==> src/rtl/score_engine_ser_if.sv <==
// rtl/score_engine_ser_if.sv - game-side bus of the score engine
// Purpose: groups the line-clear strobe, score controls and score status.
// Signals:
//   hit, lineCount, clear_score, show_high : game core -> engine
//   score, high_score                      : engine -> game core, BCD, 4*DIGITS bits
//   busy, saturated                        : engine -> game core
interface score_engine_ser_if #(
  parameter int DIGITS = 4
);
  logic                hit;
  logic [1:0]          lineCount;
  logic                clear_score;
  logic                show_high;
  logic [4*DIGITS-1:0] score;
  logic [4*DIGITS-1:0] high_score;
  logic                busy;
  logic                saturated;

  modport master (
    output hit, lineCount, clear_score, show_high,
    input  score, high_score, busy, saturated
  );

  modport slave (
    input  hit, lineCount, clear_score, show_high,
    output score, high_score, busy, saturated
  );
endinterface

==> src/rtl/score_engine_ser.sv <==
// rtl/score_engine_ser.sv - BCD Tetris score engine with serial 7-segment output
// Purpose: turns line-clear events into weighted BCD increments (one pending
// event queued), saturates at all-nines, tracks the high score, and shifts a
// 64-bit active-low segment frame MSB first to the serial display chain.
// Ports:
//   clk, rst      : system clock, asynchronous active-high reset
//   bus (slave)   : hit/lineCount/clear_score/show_high in, score/high_score/busy/saturated out
//   SEGCLK        : serial shift clock
//   SEGCLR        : shift-register clear, active low
//   SEGDT         : serial data, MSB first, changes only while SEGCLK is low
//   SEGEN         : display enable
module score_engine_ser #(
  parameter int DIGITS    = 4,
  parameter int SHIFT_DIV = 2,
  parameter int LZ_BLANK  = 1,
  parameter int PTS1      = 1,
  parameter int PTS2      = 3,
  parameter int PTS3      = 5,
  parameter int PTS4      = 8
) (
  input  logic              clk,
  input  logic              rst,
  score_engine_ser_if.slave bus,
  output logic              SEGCLK,
  output logic              SEGCLR,
  output logic              SEGDT,
  output logic              SEGEN
);

  localparam int W  = 4 * DIGITS;
  localparam int DW = (SHIFT_DIV > 1) ? $clog2(SHIFT_DIV) : 1;
  localparam logic [W-1:0] ALL9 = {DIGITS{4'h9}};

  typedef enum logic { A_IDLE, A_ADD }   add_state_t;
  typedef enum logic { S_IDLE, S_SHIFT } sh_state_t;

  add_state_t   a_state, a_next;
  logic [3:0]   remaining, remaining_d, pend_p, pend_p_d, hit_p;
  logic         pend_v, pend_v_d;
  logic [W-1:0] score_q, score_d, high_q;
  logic         sat_q, sat_d;

  function automatic logic [W-1:0] bcd_inc(input logic [W-1:0] v);
    logic [W-1:0] r;
    logic         c;
    r = v;
    c = 1'b1;
    for (int i = 0; i < DIGITS; i++) begin
      if (c) begin
        if (r[4*i +: 4] == 4'h9) r[4*i +: 4] = 4'h0;
        else begin
          r[4*i +: 4] = r[4*i +: 4] + 4'h1;
          c = 1'b0;
        end
      end
    end
    return r;
  endfunction

  function automatic logic [7:0] seg7(input logic [3:0] d);
    case (d)
      4'd0:    seg7 = 8'hC0;
      4'd1:    seg7 = 8'hF9;
      4'd2:    seg7 = 8'hA4;
      4'd3:    seg7 = 8'hB0;
      4'd4:    seg7 = 8'h99;
      4'd5:    seg7 = 8'h92;
      4'd6:    seg7 = 8'h82;
      4'd7:    seg7 = 8'hF8;
      4'd8:    seg7 = 8'h80;
      4'd9:    seg7 = 8'h90;
      default: seg7 = 8'hFF;
    endcase
  endfunction

  always_comb begin
    case (bus.lineCount)
      2'd0:    hit_p = 4'(PTS1);
      2'd1:    hit_p = 4'(PTS2);
      2'd2:    hit_p = 4'(PTS3);
      default: hit_p = 4'(PTS4);
    endcase
  end

  // ADD is held exactly while remaining != 0, so busy is a plain state decode.
  always_comb begin
    a_next      = a_state;
    remaining_d = remaining;
    pend_v_d    = pend_v;
    pend_p_d    = pend_p;
    score_d     = score_q;
    sat_d       = sat_q;
    if (bus.clear_score) begin
      a_next      = A_IDLE;
      remaining_d = 4'd0;
      pend_v_d    = 1'b0;
      score_d     = '0;
      sat_d       = 1'b0;
    end else begin
      case (a_state)
        A_IDLE: begin
          if (bus.hit) begin
            remaining_d = hit_p;
            a_next      = A_ADD;
          end
        end
        default: begin
          if (score_q != ALL9) score_d = bcd_inc(score_q);
          remaining_d = remaining - 4'd1;
          if (remaining == 4'd1) begin
            // Last unit: chain straight into the queued event (a new hit is
            // dropped if the slot was full) or into a hit arriving right now.
            if (pend_v) begin
              remaining_d = pend_p;
              pend_v_d    = 1'b0;
            end else if (bus.hit) begin
              remaining_d = hit_p;
            end else begin
              a_next = A_IDLE;
            end
          end else if (bus.hit && !pend_v) begin
            pend_v_d = 1'b1;
            pend_p_d = hit_p;
          end
        end
      endcase
      sat_d = sat_q | (score_d == ALL9);
    end
  end

  always_ff @(posedge clk or posedge rst) begin
    if (rst) begin
      a_state   <= A_IDLE;
      remaining <= 4'd0;
      pend_v    <= 1'b0;
      pend_p    <= 4'd0;
      score_q   <= '0;
      high_q    <= '0;
      sat_q     <= 1'b0;
    end else begin
      a_state   <= a_next;
      remaining <= remaining_d;
      pend_v    <= pend_v_d;
      pend_p    <= pend_p_d;
      score_q   <= score_d;
      sat_q     <= sat_d;
      // Packed BCD compares numerically, so a binary max is enough.
      if (score_q > high_q) high_q <= score_q;
    end
  end

  assign bus.score      = score_q;
  assign bus.high_score = high_q;
  assign bus.busy       = (a_state == A_ADD);
  assign bus.saturated  = sat_q;

  logic [W-1:0]  disp;
  logic [31:0]   disp_ext;
  logic [63:0]   frame;
  logic          nz_above;

  // Walk from the top position down; a digit is shown once any digit at or
  // above it is non-zero.
  always_comb begin
    disp     = bus.show_high ? high_q : score_q;
    disp_ext = 32'(disp);
    frame    = '1;
    nz_above = 1'b0;
    for (int k = 7; k >= 0; k--) begin
      if (k < DIGITS) begin
        nz_above = nz_above | (disp_ext[4*k +: 4] != 4'h0);
        if (nz_above || (k == 0) || (LZ_BLANK == 0))
          frame[8*k +: 8] = seg7(disp_ext[4*k +: 4]);
      end
    end
    if (bus.show_high && (DIGITS < 8)) frame[63:56] = 8'h89;
  end

  sh_state_t     s_state, s_next;
  logic [63:0]   snap, last_frame;
  logic          last_valid, start, div_end, seg_clk_q, en_q;
  logic [5:0]    bit_cnt;
  logic [DW-1:0] div_cnt;

  assign div_end = (div_cnt == DW'(SHIFT_DIV - 1));

  always_comb begin
    s_next = s_state;
    start  = 1'b0;
    case (s_state)
      S_IDLE: begin
        start = !last_valid || (frame != last_frame);
        if (start) s_next = S_SHIFT;
      end
      default: begin
        if (div_end && seg_clk_q && (bit_cnt == 6'd63)) s_next = S_IDLE;
      end
    endcase
  end

  // snap shifts left on each falling SEGCLK, so SEGDT = snap[63] only moves
  // while the clock is low and is all zeros once the frame has gone out.
  always_ff @(posedge clk or posedge rst) begin
    if (rst) begin
      s_state    <= S_IDLE;
      snap       <= '0;
      last_frame <= '0;
      last_valid <= 1'b0;
      bit_cnt    <= 6'd0;
      div_cnt    <= '0;
      seg_clk_q  <= 1'b0;
      en_q       <= 1'b0;
    end else begin
      en_q    <= 1'b1;
      s_state <= s_next;
      if (s_state == S_IDLE) begin
        if (start) begin
          snap       <= frame;
          last_frame <= frame;
          last_valid <= 1'b1;
          bit_cnt    <= 6'd0;
          div_cnt    <= '0;
          seg_clk_q  <= 1'b0;
        end
      end else if (div_end) begin
        div_cnt   <= '0;
        seg_clk_q <= ~seg_clk_q;
        if (seg_clk_q) begin
          snap    <= {snap[62:0], 1'b0};
          bit_cnt <= bit_cnt + 6'd1;
        end
      end else begin
        div_cnt <= div_cnt + DW'(1);
      end
    end
  end

  assign SEGCLK = seg_clk_q;
  assign SEGDT  = snap[63];
  assign SEGCLR = en_q;
  assign SEGEN  = en_q;

endmodule

==> src/flat_wrapper.sv <==
// flat-port wrapper written by rule: the top's interface ports become plain ports
module score_engine_ser_flat 
#(
  parameter int DIGITS    = 4,
  parameter int SHIFT_DIV = 2,
  parameter int LZ_BLANK  = 1,
  parameter int PTS1      = 1,
  parameter int PTS2      = 3,
  parameter int PTS3      = 5,
  parameter int PTS4      = 8
)
  (clk, rst, SEGCLK, SEGCLR, SEGDT, SEGEN, bus_hit, bus_lineCount, bus_clear_score, bus_show_high, bus_score, bus_high_score, bus_busy, bus_saturated);
  score_engine_ser_if #(.DIGITS(DIGITS)) bus_i ();
  input  logic clk;
  input  logic rst;
  output logic SEGCLK;
  output logic SEGCLR;
  output logic SEGDT;
  output logic SEGEN;
  input wire logic [$bits(bus_i.hit)-1:0] bus_hit;
  input wire logic [$bits(bus_i.lineCount)-1:0] bus_lineCount;
  input wire logic [$bits(bus_i.clear_score)-1:0] bus_clear_score;
  input wire logic [$bits(bus_i.show_high)-1:0] bus_show_high;
  output wire logic [$bits(bus_i.score)-1:0] bus_score;
  output wire logic [$bits(bus_i.high_score)-1:0] bus_high_score;
  output wire logic [$bits(bus_i.busy)-1:0] bus_busy;
  output wire logic [$bits(bus_i.saturated)-1:0] bus_saturated;
  assign bus_i.hit = bus_hit;
  assign bus_i.lineCount = bus_lineCount;
  assign bus_i.clear_score = bus_clear_score;
  assign bus_i.show_high = bus_show_high;
  assign bus_score = bus_i.score;
  assign bus_high_score = bus_i.high_score;
  assign bus_busy = bus_i.busy;
  assign bus_saturated = bus_i.saturated;
  score_engine_ser #(.DIGITS(DIGITS), .SHIFT_DIV(SHIFT_DIV), .LZ_BLANK(LZ_BLANK), .PTS1(PTS1), .PTS2(PTS2), .PTS3(PTS3), .PTS4(PTS4)) u_core (.clk(clk), .rst(rst), .bus(bus_i), .SEGCLK(SEGCLK), .SEGCLR(SEGCLR), .SEGDT(SEGDT), .SEGEN(SEGEN));
endmodule
==> config.mk <==
export PLATFORM = sky130hd
export DESIGN_NAME = score_engine_ser_flat
export DESIGN_NICKNAME = d
export VERILOG_FILES = /design/src/rtl/score_engine_ser_if.sv /design/src/rtl/score_engine_ser.sv /design/src/flat_wrapper.sv
export SDC_FILE = /design/constraint.sdc
export NUM_CORES = 1
export LEC_CHECK = 0
export CAP_MARGIN = 20
export CORE_ASPECT_RATIO = 0.8
export CORE_MARGIN = 5
export CORE_UTILIZATION = 45
export CTS_BUF_LIST = sky130_fd_sc_hd__clkbuf_8
export DETAILED_ROUTE_END_ITERATION = 6
export SLEW_MARGIN = 20
export SYNTH_ARGS = -nofsm -noshare
export SYNTH_HDL_FRONTEND = slang
export SYNTH_SLANG_ARGS = --single-unit
export TNS_END_PERCENT = 20
==> constraint.sdc <==
create_clock -name clk -period 10.3 [get_ports clk]
set_input_delay 2.06 -clock clk [delete_from_list [all_inputs] [get_ports clk]]
set_output_delay 2.06 -clock clk [all_outputs]
set_load 0.01 [all_outputs]
==> flow_metrics.py, run 1 <==
metrics = {
    "place": {
        "io_buffers": 44,
        "placedCellCount": 1232,
        "gp_congestion": 0.861,
        "pre_cts_slack_ns": 3.39,
        "dp_hpwl_um": 15200,
    },
    "worst_setup_path": {
        "end_kind": "flip-flop",
        "cp_slowest_cell": "nand4_1",
        "arrival_ns": 6.83,
        "start_kind": "primary input",
        "crit_type": "in2reg",
        "worstPathRequired_ns": 10.70,
        "startpoint": "bus_show_high",
        "path_buf_inv": 4,
        "crit_chain": "buf_2 -> buf_4 -> mux2i_1 -> inv_1 -> ha_1 -> nor3_2 -> a21oi_1 -> a2111oi_1 -> nand4_1 -> nor4_4 -> nand4_1 -> buf_4 -> mux2_4 -> a21oi_2",
        "r2r_end": "u_core.snap[5]$_DFFE_PP0P_",
        "max_stage_delay_ns": 0.77,
        "r2r_cells": 13,
        "crit_end": "u_core.snap[5]$_DFFE_PP0P_",
        "critPathTopFamily": "simple AND/OR/NAND/NOR gates",
        "r2r-start": "u_core.bus.score[12]$_DFF_PP0_",
        "cp.depth": 14,
        "r2r_slack_ns": 5.56,
        "crit_fanout": 47,
    },
    "layout": {
        "area_growth_pct": 10.6,
        "drive_above_1_share": 0.0940,
        "diodes": 0,
        "fin_nets": 1034,
        "fin_cells": 1264,
    },
    "clocking": {
        "clk_latency_ns": 0.47,
        "cts_tree": "built",
        "cts_hold_buf": 0,
        "htreeDepth": 4,
        "cts-root-buf": "clkbuf_8",
        "cts_sinks": 147,
        "cts_made_buffers": 17,
        "clk_pin_slew_ns": 0.09,
        "post-cts-setup-buffers": 0,
        "clockBufferDepth": 2,
        "cts.repair.resized": 0,
    },
    "sta": {
        "finalSetupTns_ns": 0,
        "rsz0062_at_grt": "false",
        "finalSetupViolations": 0,
        "tightestPinTransition_ns": 1.02,
        "fmax_mhz": 155,
        "hold_slack_ns": 0.489,
        "finalClockSkew_ns": 0.0155,
        "report.final.slew_viol_count": 0,
        "setup_slack_ns": 3.87,
        "max_slew_margin": 0.323,
        "finalCritPeriodShare": 0.625,
        "finalCriticalPeriod_ns": 6.43,
        "hold_viol": 0,
    },
    "power": {
        "power_mw": 1.33,
        "p_leak_nw": 4.55,
        "power_density_nw_per_um2": 132,
        "vdd_ir_drop_max_v": 0.0000672,
    },
    "route": {
        "drc": 0,
        "wl_um": 22200,
        "routed_via_density": 5.74,
        "vias": 7258,
        "first_pass_iters": 5,
        "ant_nets": 0,
        "drt-initial-drc-count": 722,
        "routedWlPerCell_um": 17.6,
    },
    "synth": {
        "synth_edf_count": 0,
        "syn_area_um2": 9110,
        "synth_top_area_frac": 0.404,
        "synth_nets": 1021,
        "yosys_most_used_dff": "dfrtp_1",
        "yosysTopAreaCell": "dfrtp_1",
        "synthCells": 974,
        "synth_area_leaders": "dfrtp_1, mux2i_1, ha_1, nand2_1, mux2_2",
        "yosys_warnings": 0,
        "ys_ff_latch": 147,
        "synthArstFlopShare": 1.00,
        "synth_seq_area_share": 0.404,
        "avgSynthCellArea_um2": 9.35,
        "synth_cell_types": 76,
    },
    "global_routing": {
        "grt_busiest_layer": "met1",
        "grt_max_degree": 96,
        "grt_usage": 0.197,
        "grt_util_met1": 0.306,
        "met3_usage": 0.0359,
        "gr-usage-met2": 0.275,
        "overflow": 0,
        "grt_pass1_vias": 6815,
        "grt_pass1_wl_um": 37000,
        "antenna_found_initial": 0,
    },
    "floorplan": {
        "fp.dieArea_um2": 23200,
        "chipHeight_um": 137,
        "coreArea_um2": 19900,
        "start_util": 0.459,
        "row_count": 46,
        "io_pins": 45,
        "die_w_um": 169,
    },
    "hold_path": {
        "worstHoldStart": "u_core.pend_p[3]$_DFFE_PP0P_",
        "hp-class": "reg2reg",
    },
    "run": {
        "drv_cap": 0,
    },
    "run_status": {
        "outcome": "finished clean",
    },
}
-- cells in the mapped netlist (3+ instances only) --
library cell  count
dfrtp_1         147
nand2_1         123
a21oi_1          58
inv_1            54
o21ai_0          54
mux2i_1          52
nor2_1           49
clkbuf_1         44
ha_1             40
nand3b_1         35
mux2_2           31
a22oi_1          18
nand3_1          16
nor3_1           16
o22ai_1          16
xnor2_1          15
mux2_1           13
and3_1           12
nand4_1          11
nor2b_1          11
a211oi_1          9
a21o_1            8
buf_2             8
o211ai_1          8
xor2_1            8
a31oi_1           7
nand2b_1          7
nor3b_1           7
o21a_1            6
and2_1            5
buf_6             5
o21ai_1           4
o32ai_1           4
a211o_1           3
a22o_1            3
a311oi_1          3
a31o_2            3
a32oi_1           3
nor4_1            3
o22a_1            3
-- layer usage --
| layer | share of wire | up-vias | wire (um) |
|---|---|---|---|
| met5 | 0 | - | 0 |
| met4 | 0.017 | 0 | 386 |
| met3 | 0.045 | 32 | 1000 |
| met2 | 0.41 | 164 | 9170 |
| met1 | 0.52 | 3546 | 11600 |
| li1 | - | 3516 | - |
-- placed cells by master, fill, tap and decap left out, types with 13 or more instances in the layout --
cell,count
dfrtp_1,147
nand2_1,123
a21oi_1,58
o21ai_0,54
inv_1,53
mux2i_1,52
nor2_1,48
clkdlybuf4s50_1,43
ha_1,40
nand3b_1,35
mux2_2,31
clkbuf_8,20
a22oi_1,18
nor3_1,16
nand3_1,16
o22ai_1,16
xnor2_1,15
mux2_1,13
-- how the worst min path moves through the flow --
stage | end | slack (ns) | cells past startpoint
2_1_floorplan | u_core.last_frame[59]$_DFFE_PP0P_ | 0.44 | 1
3_3_place_gp | u_core.pend_p[3]$_DFFE_PP0P_ | 0.47 | 2
3_5_place_dp | u_core.pend_p[3]$_DFFE_PP0P_ | 0.47 | 2
4_1_cts | u_core.snap[53]$_DFFE_PP0P_ | 0.49 | 2
5_1_grt | u_core.last_frame[59]$_DFFE_PP0P_ | 0.52 | 1
6_report | u_core.pend_p[3]$_DFFE_PP0P_ | 0.49 | 2
-- worst min-delay path, delay by kind of cell, from the launching register on --
kind | cells | cell delay (ns)
AND/OR/NAND/NOR | 1 | 0.04
flip-flops | 1 | 0.35
AO/OA/AOI/OAI | 1 | 0.06
-- flip-flops by register name, indices dropped and copies added (netlist names), 4 cells and up --
register and flops:
u_core.snap 64, u_core.last_frame 30, u_core.bus.high_score 16, u_core.remaining 4, u_core.bus.score 16, u_core.bit_cnt 6
u_core.pend_p 4
-- stage by stage --
stage / area, um^2 / util
5_1_grt: 10100 / 0.507
4_1_cts: 10100 / 0.507
2_1_floorplan: 9110 / -
3_5_place_dp: 9680 / 0.487
3_3_place_gp: 9680 / 0.487
6_report: 10100 / 0.507
-- report_power, final --
part | internal, mW | switching [mW]
Sequential | 0.609 | 0.0283
Combinational | 0.103 | 0.125
Clock | 0.215 | 0.250
Total | 0.927 | 0.404
-- cell type report --
class / count / area [um^2]
Clock inverter: 12 / 120
Multi-Input combinational cell: 714 / 4960
Timing Repair Buffer: 52 / 495
Sequential cell: 147 / 3680
Tap cell: 264 / 330
Fill cell: 1851 / 9780
Clock buffer: 20 / 275
Inverter: 55 / 211
-- logic make-up (layout without fill, tap and decap cells) --
logic type | after synthesis | count (layout) | synth area share
simple gates | 313 | 313 | 0.176
compound gates | 237 | 237 | 0.172
flops | 147 | 147 | 0.404
buf+inv | 113 | 139 | 0.0522
mux | 100 | 100 | 0.118
fa+ha+maj | 40 | 40 | 0.0549
xor+xnor | 23 | 23 | 0.0221
other cells | 1 | 1 | 0.000412
Note: power is estimated with default switching activity, not from simulation.
==> run 2, diff against run 1 <==
==> constraint.sdc (replaced) <==
create_clock -name clk -period 5.7 [get_ports clk]
set_input_delay 1.14 -clock clk [delete_from_list [all_inputs] [get_ports clk]]
set_output_delay 1.14 -clock clk [all_outputs]
set_load 0.01 [all_outputs]
==> run 2 against run 1 <==
Compared with the run above: clock power is 91% higher; power is 85% higher; utilization rose by 0.64 points; wire length grew 1.6%; via count about the same; cell count rose by 0.87%; register-to-register slack got worse by 4.1 ns; flip-flop and latch count did not move; combinational power up 86%; sequential power grew 80%; hold slack gained 0.0012 ns; critical path type unchanged; largest cell class unchanged; largest power group unchanged; highest routed layer unchanged.
==> flow_metrics.py, run 2 (synthesis results as in run 1) <==
metrics = {
    "global_routing": {
        "antenna_found_initial": 0,
        "grt_pass1_vias": 6749,
        "grt_max_degree": 73,
        "overflow": 0,
        "grt_usage": 0.199,
        "grt_pass1_wl_um": 37300,
    },
    "power": {
        "switching_share": 0.308,
        "vdd_ir_drop_max_v": 0.000142,
        "p_leak_nw": 4.61,
        "clock_power_share": 0.360,
        "power_density_nw_per_um2": 241,
        "power_mw": 2.46,
        "p_sw_mw": 0.759,
        "p_int_mw": 1.70,
        "combPwrFrac": 0.172,
        "seq_power_share": 0.468,
    },
    "sta": {
        "finalSetupViolations": 0,
        "finalSetupTns_ns": 0,
        "finalCritPeriodShare": 0.850,
        "fmax_mhz": 206,
        "hold_slack_ns": 0.490,
        "report.final.slew_viol_count": 0,
        "max_slew_margin": 0.367,
        "rsz0062_at_grt": "false",
        "hold_viol": 0,
        "finalClockSkew_ns": 0.0158,
        "tightestPinTransition_ns": 0.946,
        "finalCriticalPeriod_ns": 4.84,
    },
    "floorplan": {
        "io_pins": 45,
        "row_count": 46,
        "die_w_um": 169,
        "start_util": 0.459,
        "chipHeight_um": 137,
        "fp.dieArea_um2": 23200,
        "coreArea_um2": 19900,
    },
    "run_status": {
        "outcome": "finished clean",
    },
    "worst_setup_path": {
        "r2r-start": "u_core.bus.score[12]$_DFF_PP0_",
        "max_stage_delay_ns": 0.50,
        "end_kind": "flip-flop",
        "crit_type": "in2reg",
        "r2r_cells": 13,
        "crit_chain": "buf_2 -> mux2_2 -> inv_1 -> ha_1 -> and2_1 -> o21a_1 -> o311a_1 -> xnor2_1 -> nand4_1 -> nor4_4 -> nand4_1 -> buf_4 -> mux2i_1 -> a21oi_1",
        "worstPathRequired_ns": 6.02,
        "start_kind": "primary input",
        "critPathTopFamily": "simple AND/OR/NAND/NOR gates",
        "worst_path_most_repeated_cell": "nand4_1",
        "r2r_slack_ns": 1.50,
        "path_buf_inv": 3,
        "arrival_ns": 5.17,
        "crit_fanout": 19,
        "r2r_end": "u_core.snap[26]$_DFFE_PP0P_",
        "cp_slowest_cell": "nand4_1",
    },
    "route": {
        "routedWlPerCell_um": 17.7,
        "first_pass_iters": 5,
        "ant_nets": 0,
        "drt-initial-drc-count": 562,
        "vias": 7265,
        "wl_um": 22500,
        "routed_via_density": 5.70,
        "drc": 0,
    },
    "place": {
        "gp_congestion": 0.852,
        "io_buffers": 44,
        "dp_hpwl_um": 15700,
    },
    "layout": {
        "largest_register_ffs": 64,
        "diodes": 0,
        "top_regs": "u_core.snap x64, u_core.last_frame x30",
        "nFillCells": 1853,
        "fin_nets": 1045,
        "drive_above_1_share": 0.104,
        "final_cell_mix": "dfrtp_1, nand2_1, a21oi_1",
        "final_common_cell": "dfrtp_1",
        "largest_register": "u_core.snap",
        "area_growth_pct": 12.0,
        "fin_util": 0.514,
    },
    "clocking": {
        "cts_tree": "built",
        "cts-root-buf": "clkbuf_8",
        "clk_pin_slew_ns": 0.10,
        "clockBufferDepth": 2,
        "post-cts-setup-buffers": 0,
        "cts_made_buffers": 17,
        "cts_hold_buf": 0,
        "cts.repair.resized": 0,
        "clk_latency_ns": 0.47,
        "cts_sinks": 147,
        "htreeDepth": 4,
    },
    "run": {
        "drv_cap": 0,
    },
    "hold_path": {
        "whs_path_depth": 2,
        "holdPathEnd": "u_core.snap[55]$_DFFE_PP0P_",
        "hp-class": "reg2reg",
        "worstHoldStart": "u_core.snap[54]$_DFFE_PP0P_",
    },
}
## run 2: layout make-up
cell class                 count  area [um^2]  share of cell area
clock buffer                  18          248              0.0243
tap                          264          330              0.0324
inverter                      55          211              0.0207
clock inverter                14          168              0.0164
sequential                   147         3680               0.361
multi-input combinational    714         4960               0.487
timing repair buffer          63          603              0.0591
## run 2: stage by stage
step                      instance area [um^2]  worst slack, ns  instances
after floorplan                           9110            0.609        974
after global placement                    9790            0.596       1243
after detailed placement                  9790            0.448       1243
after CTS                                10200            0.925       1275
after global routing                     10200            0.570       1275
final                                    10200            0.856       1275
## run 2: worst register-to-register path, cell delays in order, from the launching register on
cell,delay (ns)
dfrtp_1,0.52
mux2_2,0.37
inv_1,0.12
ha_1,0.33
and2_1,0.32
o21a_1,0.27
o311a_1,0.29
xnor2_1,0.14
nand4_1,0.19
nor4_4,0.39
nand4_1,0.50
buf_4,0.38
mux2i_1,0.16
a21oi_1,0.09
## run 2: layer usage
metal	routed length, um	share of wire	global-route usage	vias up
met2	9620	0.43	0.287	157
met4	221	0.0098	0.0420	0
met1	11500	0.51	0.305	3555
li1	-	-	-	3536
met5	0	0	0	-
met3	1230	0.055	0.0453	17
## run 2: how the worst max path moves through the flow
stage | depth (start not counted) | endpoint | from | slack (ns)
floorplan | 1 | u_core.SEGCLK$_DFFE_PP0P_ | rst | 0.61
global placement | 14 | u_core.snap[27]$_DFFE_PP0P_ | bus_show_high | 0.60
detailed placement | 14 | u_core.snap[26]$_DFFE_PP0P_ | bus_show_high | 0.45
CTS | 14 | u_core.snap[10]$_DFFE_PP0P_ | bus_show_high | 0.93
global route | 14 | u_core.snap[10]$_DFFE_PP0P_ | bus_show_high | 0.57
finish | 14 | u_core.snap[26]$_DFFE_PP0P_ | bus_show_high | 0.86
## run 2: power by group through the flow
| stage | clock network [mW] | logic, mW | registers (mW) |
|---|---|---|---|
| global placement | 0 | 0.419 | 1.17 |
| finish | 0.886 | 0.425 | 1.15 |
| floorplan | 0 | 0.321 | 1.16 |
| global route | 0.954 | 0.469 | 1.16 |
| CTS | 0.914 | 0.424 | 1.15 |
| detailed placement | 0 | 0.422 | 1.17 |
==> run 3, diff against run 2 <==
==> constraint.sdc (replaced) <==
create_clock -name clk -period 4.2 [get_ports clk]
set_input_delay 0.84 -clock clk [delete_from_list [all_inputs] [get_ports clk]]
set_output_delay 0.84 -clock clk [all_outputs]
set_load 0.01 [all_outputs]
==> run 3 against run 2 <==
Compared with the run above: sequential power is 36% higher; cell area grew 2.5%; power increased by 37%; critical path depth rose by 1; largest cell class unchanged; critical endpoint is now u_core.snap[5]$_DFFE_PP0P_.
==> flow_metrics.py, run 3 (synthesis results as in run 1) <==
metrics = {
    "sta": {
        "finalSetupTns_ns": 0,
        "finalCriticalPeriod_ns": 3.70,
        "finalCritPeriodShare": 0.881,
        "rsz0062_at_grt": "false",
        "report.final.slew_viol_count": 0,
        "finalSetupViolations": 0,
        "max_slew_margin": 0.350,
        "hold_slack_ns": 0.473,
        "hold_viol": 0,
        "fmax_mhz": 270,
        "setup_slack_ns": 0.501,
        "tightestPinTransition_ns": 0.972,
        "finalClockSkew_ns": 0.0224,
    },
    "route": {
        "wl_um": 22700,
        "routedWlPerCell_um": 17.4,
        "vias": 7392,
        "first_pass_iters": 5,
        "drt-initial-drc-count": 566,
        "routed_via_density": 5.67,
        "ant_nets": 0,
        "drc": 0,
    },
    "clocking": {
        "cts.repair.resized": 0,
        "cts_sinks": 147,
        "cts-root-buf": "clkbuf_8",
        "cts_hold_buf": 0,
        "htreeDepth": 4,
        "cts_tree": "built",
        "clk_pin_slew_ns": 0.10,
        "post-cts-setup-buffers": 0,
        "cts_made_buffers": 17,
        "clk_latency_ns": 0.46,
        "clockBufferDepth": 2,
    },
    "worst_setup_path": {
        "worstPathRequired_ns": 4.60,
        "crit_type": "in2reg",
        "r2r-start": "u_core.bus.score[9]$_DFF_PP0_",
        "end_kind": "flip-flop",
        "start_kind": "primary input",
        "arrival_ns": 4.10,
        "startpoint": "bus_show_high",
        "crit_fanout": 39,
    },
    "global_routing": {
        "grt_pass1_vias": 6959,
        "grt_pass1_wl_um": 37700,
        "grt_max_degree": 59,
        "overflow": 0,
        "grt_usage": 0.202,
        "antenna_found_initial": 0,
    },
    "floorplan": {
        "chipHeight_um": 137,
        "row_count": 46,
        "die_w_um": 169,
        "fp.dieArea_um2": 23200,
        "coreArea_um2": 19900,
        "start_util": 0.459,
        "io_pins": 45,
    },
    "place": {
        "gp_congestion": 0.894,
        "pre_cts_slack_ns": 0.0615,
        "io_buffers": 44,
        "dp_hpwl_um": 16000,
    },
    "layout": {
        "largest_register": "u_core.snap",
        "top_regs": "u_core.snap x64, u_core.last_frame x30",
        "largest_register_ffs": 64,
        "fin_nets": 1074,
        "diodes": 0,
        "drive_above_1_share": 0.129,
        "area_growth_pct": 14.8,
        "final_cell_mix": "dfrtp_1, nand2_1, a21oi_1",
        "final_common_cell": "dfrtp_1",
        "fin_util": 0.527,
    },
    "power": {
        "p_leak_nw": 4.77,
        "vdd_ir_drop_max_v": 0.000220,
        "power_density_nw_per_um2": 322,
    },
    "hold_path": {
        "worstHoldStart": "u_core.last_frame[59]$_DFFE_PP0P_",
        "hp-class": "reg2reg",
    },
    "run": {
        "drv_cap": 0,
    },
    "run_status": {
        "outcome": "finished clean",
    },
}
run 3: changes by cell type in the layout (fill, tap and decap cells not counted):
| cell | delta |
|---|---|
| buf_4 | +26 |
| clkinvlp_4 | -3 |
| buf_12 | +3 |
| inv_6 | +1 |
| clkinv_4 | +1 |
| clkinv_2 | +1 |
| clkinv_8 | +1 |
| clkbuf_8 | -1 |
run 3: worst paths after layout:
kind,end,slack [ns],cells past startpoint
min reg2reg,u_core.last_frame[59]$_DFFE_PP0P_,0.47,1
max reg2reg,u_core.snap[5]$_DFFE_PP0P_,0.59,13
min in group asynchronous,u_core.snap[57]$_DFFE_PP0P_,0.75,2
max in group asynchronous,u_core.snap[44]$_DFFE_PP0P_,2.72,3
min,u_core.last_frame[59]$_DFFE_PP0P_,0.47,1
max,u_core.snap[5]$_DFFE_PP0P_,0.50,15
run 3: worst max-delay path, stage by stage:
cell and delay, ns:
buf_2 0.15, buf_4 0.18, mux2i_1 0.19, ha_1 0.28
and2_1 0.17, o21a_1 0.15, buf_4 0.15, nor3_1 0.38
a21oi_1 0.23, xnor2_1 0.19, and4b_1 0.30, nand4_1 0.17
buf_12 0.24, mux2_4 0.33, a21oi_2 0.12
run 3: metrics by stage:
stage	cell area (um^2)	instances	total power [mW]
after global placement	10000	1272	2.18
final	10500	1304	3.36
after floorplan	9110	974	2.01
after global routing	10500	1304	3.54
after CTS	10500	1304	3.39
after detailed placement	10000	1272	2.18
run 3: per-layer routing:
metal / vias up / share of wire / global-route usage
li1: 3614 / - / -
met1: 3618 / 0.52 / 0.312
met2: 150 / 0.42 / 0.291
met3: 10 / 0.052 / 0.0390
met4: 0 / 0.0059 / 0.0456
met5: - / 0 / 0
run 3: power by group:
group | total (mW) | leakage (nW) | internal, mW | switching [mW]
clock | 1.21 | 0.215 | 0.557 | 0.654
sequential | 1.56 | 1.77 | 1.49 | 0.0703
combinational | 0.589 | 2.79 | 0.272 | 0.318
total | 3.36 | 4.77 | 2.32 | 1.04
run 3: final cells by class:
class | instances | area, um^2
fill | 1864 | 9400
clock buffer | 17 | 234
sequential | 147 | 3680
timing repair buffer | 92 | 858
tap | 264 | 330
clock inverter | 15 | 185
multi-input combinational | 714 | 4960
inverter | 55 | 210
==> RTL change 1, RTL diff (config.mk and constraints of run 2) <==
`SHIFT_DIV` is set to 2 in 2 places; all go to 1.
--- a/src/rtl/score_engine_ser.sv
+++ b/src/rtl/score_engine_ser.sv
@@ -11,7 +11,7 @@
 //   SEGEN         : display enable
 module score_engine_ser #(
   parameter int DIGITS    = 4,
-  parameter int SHIFT_DIV = 2,
+  parameter int SHIFT_DIV = 1,
   parameter int LZ_BLANK  = 1,
   parameter int PTS1      = 1,
   parameter int PTS2      = 3,
--- a/src/flat_wrapper.sv
+++ b/src/flat_wrapper.sv
@@ -2,7 +2,7 @@
 module score_engine_ser_flat 
 #(
   parameter int DIGITS    = 4,
-  parameter int SHIFT_DIV = 2,
+  parameter int SHIFT_DIV = 1,
   parameter int LZ_BLANK  = 1,
   parameter int PTS1      = 1,
   parameter int PTS2      = 3,
Function: changed (Yosys sat finds a counterexample within 4 cycles, from zero or initial values and one cycle with rst high).
==> RTL change 1 against run 2 <==
Synthesized area fell by 2.3%; sequential share of layout area grew 0.60 points; wire length down 5.6%; die area decreased by 2.2%; critical path type unchanged; sequential power is 3% higher; setup slack lost 0.10 ns; sequential cell count down 1; worst hold slack worse by 0.018 ns; power grew 2.0%; design area down 2.3%; core utilization is 0.60 points lower.
==> RTL change 1: results (changes against run 2) <==
stage;metric;value;unit;change
outcome;status;finished clean;;
global_routing;vias in the first global route;6671;;-1.2%
clock_tree;CTS Buf Count;17;;unchanged
setup_path;CP Data Arrival Time;5.28;ns;+0.11 ns
timing;clock skew;0.0124;ns;-0.00333 ns
clock_tree;# H-tree levels;4;;unchanged
final_layout;fin nets;967;;-7.5%
global_routing;routing usage on met3;0.0373;;-0.00798
timing;Tightest Pin Transition;0.824;ns;-0.122 ns
place;IO Port Bufs;44;;unchanged
synth;Most used DFF post-synth;dfrtp_1;;
synth;Commonest cells post-synth;146 x dfrtp_1, 69 x nor2_1, 59 x nand2_1, 47 x a21oi_1, 44 x mux2_2;;
synth;Post-Synth XOR/XNOR Area;0.0197;;-0.00242
clock_tree;clock-pin slew on the worst setup and hold paths;0.09;ns;
setup_path;critical path type;primary input to flop;;
synth;largest cells by area after synthesis;dfrtp_1 41%, ha_1 5.6%, mux2_2 5.6%;;
final_layout;share of cells above drive strength 1;0.143;;+0.0387
route;via count;6870;;-5.4%
pwr;Lkg Pwr;4.27;nW;-7.4%
place;post-place instance area;9530;sq um;-2.6%
clock_tree;post_cts resized;0;;unchanged
synth;Yosys warnings;0;;unchanged
clock_tree;clock tree buffer depth;2;;unchanged
synth;cells after synthesis;894;;-8.2%
synth;sequential fraction of the synthesis area;0.411;;+0.00690
final_layout;fillers;1799;;-2.9%
setup_path;Crit Path Max Fanout;51;;+32
global_routing;initial antenna violation count;0;;unchanged
clock_tree;Post-CTS Setup Inserts;0;;unchanged
global_routing;met1 usage;0.297;;-0.00790
place;DP Wirelength;14600;um;-6.9%
global_routing;overall routing resource usage;0.193;;-0.00616
place;Post-Place Setup Slack;0.292;ns;-0.157 ns
route;vias per cell;5.74;;+0.72%
route;drt wl/cell;17.8;um;+0.57%
synth;post-synthesis mux area share;0.104;;-0.0138
worst_hold_path;worst min-delay path category;flop to flop;;
synth;Yosys cell types;92;;+21%
route;DRT iter0 DRCs;503;;-10%
global_routing;first-pass GRT wire length;36000;um;-3.6%
final_layout;antenna fix cells;0;;unchanged
clock_tree;clock latency at the later pin of the worst-skew pair;0.46;ns;
synth;post-synthesis adder-cell area fraction;0.0563;;+0.00132
pwr;Worst IR Drop VDD;0.155;mV;+8.9%
global_routing;routing usage on met2;0.284;;-0.00259
synth;Async SR Flop Fraction;1.00;;unchanged
place;Placer Congestion;0.845;;-0.80%
global_routing;largest net degree at the start of global routing;65;;-11%
synth;syn_nets;941;;-7.8%
synth;complex-gate fraction of the synthesized area;0.189;;+0.0172
global_routing;grt total ovfl;0;;unchanged
[RTL change 1: changes by cell type after synthesis, moves of 12 or more]
cell,run 2,this run
o221a_2,0,14
clkbuf_1,44,32
a221o_1,0,13
nor2_1,49,69
a22oi_1,18,1
o22a_1,3,27
mux2i_1,52,26
o21ai_0,54,28
nand2b_1,7,25
inv_1,54,42
mux2_2,31,44
nand2_1,123,59
nand3b_1,35,7
[RTL change 1: power breakdown]
group	leakage (nW)	switching [mW]	internal, mW	total [mW]
Combinational	2.26	0.229	0.205	0.434
Sequential	1.80	0.0724	1.12	1.19
Clock	0.209	0.477	0.411	0.889
Total	4.27	0.778	1.73	2.51
[RTL change 1: kinds of logic (layout without fill, tap and decap cells)]
| logic type | count (synthesis) | in the layout |
|---|---|---|
| AOI/OAI and AO/OA | 224 | 224 |
| xor gates and xnor gates | 20 | 20 |
| adders and majority gates | 40 | 40 |
| buffers and inverters | 94 | 133 |
| DFF | 146 | 146 |
| muxes | 82 | 82 |
| other | 1 | 1 |
| and+or+nand+nor | 287 | 287 |
[RTL change 1: final cells by class]
type | instances | area, sq um | share of cell area
Timing Repair Buffer | 58 | 553 | 0.0555
Tap cell | 264 | 330 | 0.0331
Clock inverter | 15 | 194 | 0.0195
Multi-Input combinational cell | 654 | 4840 | 0.485
Sequential cell | 146 | 3650 | 0.367
Clock buffer | 17 | 234 | 0.0235
Inverter | 43 | 166 | 0.0167
[RTL change 1: path summary, 6_finish.rpt]
| kind | from | end | slack [ns] | depth (start not counted) |
|---|---|---|---|---|
| max | bus_show_high | u_core.snap[26]$_DFFE_PP0P_ | 0.76 | 13 |
| min | u_core.last_frame[59]$_DFFE_PP0P_ | u_core.last_frame[59]$_DFFE_PP0P_ | 0.47 | 1 |
| max reg2reg | u_core.bus.score[12]$_DFF_PP0_ | u_core.snap[26]$_DFFE_PP0P_ | 1.38 | 12 |
| min reg2reg | u_core.last_frame[59]$_DFFE_PP0P_ | u_core.last_frame[59]$_DFFE_PP0P_ | 0.47 | 1 |
| max in group asynchronous | rst | u_core.bus.score[11]$_DFF_PP0_ | 3.56 | 3 |
| min in group asynchronous | rst | u_core.SEGCLR$_DFF_PP0_ | 1.11 | 2 |
[RTL change 1: worst max-delay path, stage by stage]
cell,delay (ns)
buf_2,0.16
buf_12,0.27
mux2i_1,0.53
ha_1,0.32
nand2b_1,0.12
o211ai_1,0.12
a31oi_1,0.40
nand4b_1,0.22
nor4_1,0.32
nand4_1,0.19
or4_4,0.67
and2_4,0.36
a221o_1,0.40
[RTL change 1: routing by layer]
layer,wire [um],vias up
met2,9050,114
met1,11200,3374
met3,853,18
met5,0,-
li1,-,3364
met4,168,0
==> RTL change 2, RTL diff (settings of run 2) <==
Made on the original files. Register the output `SEGCLR` once more, cleared by the reset; this adds one clock of latency there. The other outputs are not delayed to match.
--- a/src/rtl/score_engine_ser.sv
+++ b/src/rtl/score_engine_ser.sv
@@ -237,7 +237,13 @@
 
   assign SEGCLK = seg_clk_q;
   assign SEGDT  = snap[63];
-  assign SEGCLR = en_q;
+  always_ff @(posedge clk or posedge rst) begin
+    if (rst) begin
+      SEGCLR <= '0;
+    end else begin
+      SEGCLR <= en_q;
+    end
+  end
   assign SEGEN  = en_q;
 
 endmodule
Formal check against the unedited RTL: not equivalent (a bounded check fails within 4 cycles, from zero or initial values and one cycle with rst high).
==> RTL change 2 against run 2 <==
Power is 1.9% lower; setup slack better by 0.27 ns; design area is 0.47% lower; non-clock buffer count decreased by 5; sequential cell count up 1; clock power shrank 5.0%; wire length fell by 1.4%; synthesized area is 0.19% higher; largest cell class unchanged; largest power group unchanged; highest routed layer unchanged.
==> RTL change 2: results (changes against run 2) <==
stage;metric;value;unit;change
worst_hold_path;Hold Crit Start;u_core.SEGEN$_DFF_PP0_;;
route;via count;7203;;-0.85%
place;post-place instance area;9750;sq um;-0.38%
setup_path;reg-to-reg slack, setup;1.72;ns;+0.22 ns
clock_tree;clock latency at the later pin of the worst-skew pair;0.48;ns;
setup_path;CP Data Arrival Time;4.98;ns;-0.19 ns
timing;clock skew;0.0284;ns;+0.0126 ns
synth;post-synthesis adder-cell area fraction;0.0548;;-0.000105
pwr;Worst IR Drop VDD;0.122;mV;-14%
pwr;P_int;1.63;mW;-4.3%
final_layout;fin nets;1041;;-0.38%
synth;largest cells by area after synthesis;dfrtp_1 41%, mux2i_1 5.7%, ha_1 5.5%;;
worst_hold_path;Worst Hold Path EP;u_core.SEGCLR$_DFF_PP0_;;
place;Placer Congestion;0.820;;-3.7%
final_layout;fillers;1873;;+1.1%
global_routing;vias in the first global route;6661;;-1.3%
pwr;Lkg Pwr;4.60;nW;-0.28%
synth;complex-gate fraction of the synthesized area;0.172;;-0.000331
outcome;status;finished clean;;
place;placed insts;1239;;-0.32%
place;DP Wirelength;15300;um;-2.6%
setup_path;Crit Path Max Fanout;39;;+20
global_routing;largest net degree at the start of global routing;83;;+14%
synth;Commonest cells post-synth;148 x dfrtp_1, 123 x nand2_1, 58 x a21oi_1, 54 x inv_1, 54 x o21ai_0;;
worst_hold_path;Worst Hold Depth;0;;-2
final_layout;biggest regs;u_core.snap x64, u_core.last_frame x30;;
global_routing;first-pass GRT wire length;36500;um;-2.1%
synth;sequential fraction of the synthesis area;0.406;;+0.00197
route;drt wl/cell;17.5;um;-1.1%
synth;Yosys cell types;75;;-1.3%
final_layout;share of cells above drive strength 1;0.0993;;-0.00455
route;DRT iter0 DRCs;659;;+17%
timing;Slew HR;0.335;;-0.0318
==> RTL change 2: changes by cell type after synthesis <==
cell,run 2,this run
buf_4,1,0
dfrtp_1,147,148
==> RTL change 2: critical path: stages <==
cell,delay [ns]
buf_2,0.37
buf_4,0.34
mux2i_1,0.36
ha_1,0.23
and2_1,0.26
o21a_1,0.26
o311a_1,0.27
xnor2_1,0.14
nand4_1,0.21
nor4_4,0.38
nand4_1,0.14
buf_4,0.33
mux2_4,0.38
a21oi_2,0.12
==> RTL change 2: routing by layer <==
metal | routed length (um) | part of all wire | global-route usage | vias to the layer above
met4 | 113 | 0.0051 | 0.0371 | 0
met1 | 11700 | 0.52 | 0.305 | 3492
met3 | 1170 | 0.053 | 0.0425 | 10
met2 | 9290 | 0.42 | 0.277 | 161
met5 | 0 | 0 | 0 | -
li1 | - | - | - | 3540
==> RTL change 2: cell type report <==
cell class | count | area share
multi-input cells | 714 | 0.489
clock buffers | 17 | 0.0230
well taps | 264 | 0.0325
inverters | 55 | 0.0208
repair buffers | 58 | 0.0532
flip-flops and latches | 148 | 0.365
clock inverters | 15 | 0.0169
==> RTL change 2: cell families after synthesis <==
| kind of cell | after synthesis |
|---|---|
| buffers and inverters | 112 |
| xor gates and xnor gates | 23 |
| other | 1 |
| muxes | 100 |
| adders and majority gates | 40 |
| DFF | 148 |
| and+or+nand+nor | 313 |
| AOI/OAI and AO/OA | 237 |
==> RTL change 2: through the flow <==
step	utilization	hold WS [ns]	power, mW	setup slack (ns)
2_1_floorplan	-	0.416	1.49	0.580
3_3_place_gp	0.490	0.370	1.59	0.712
3_5_place_dp	0.490	0.370	1.59	0.660
4_1_cts	0.510	0.394	2.44	1.15
5_1_grt	0.510	0.415	2.54	0.852
6_report	0.510	0.389	2.42	1.12
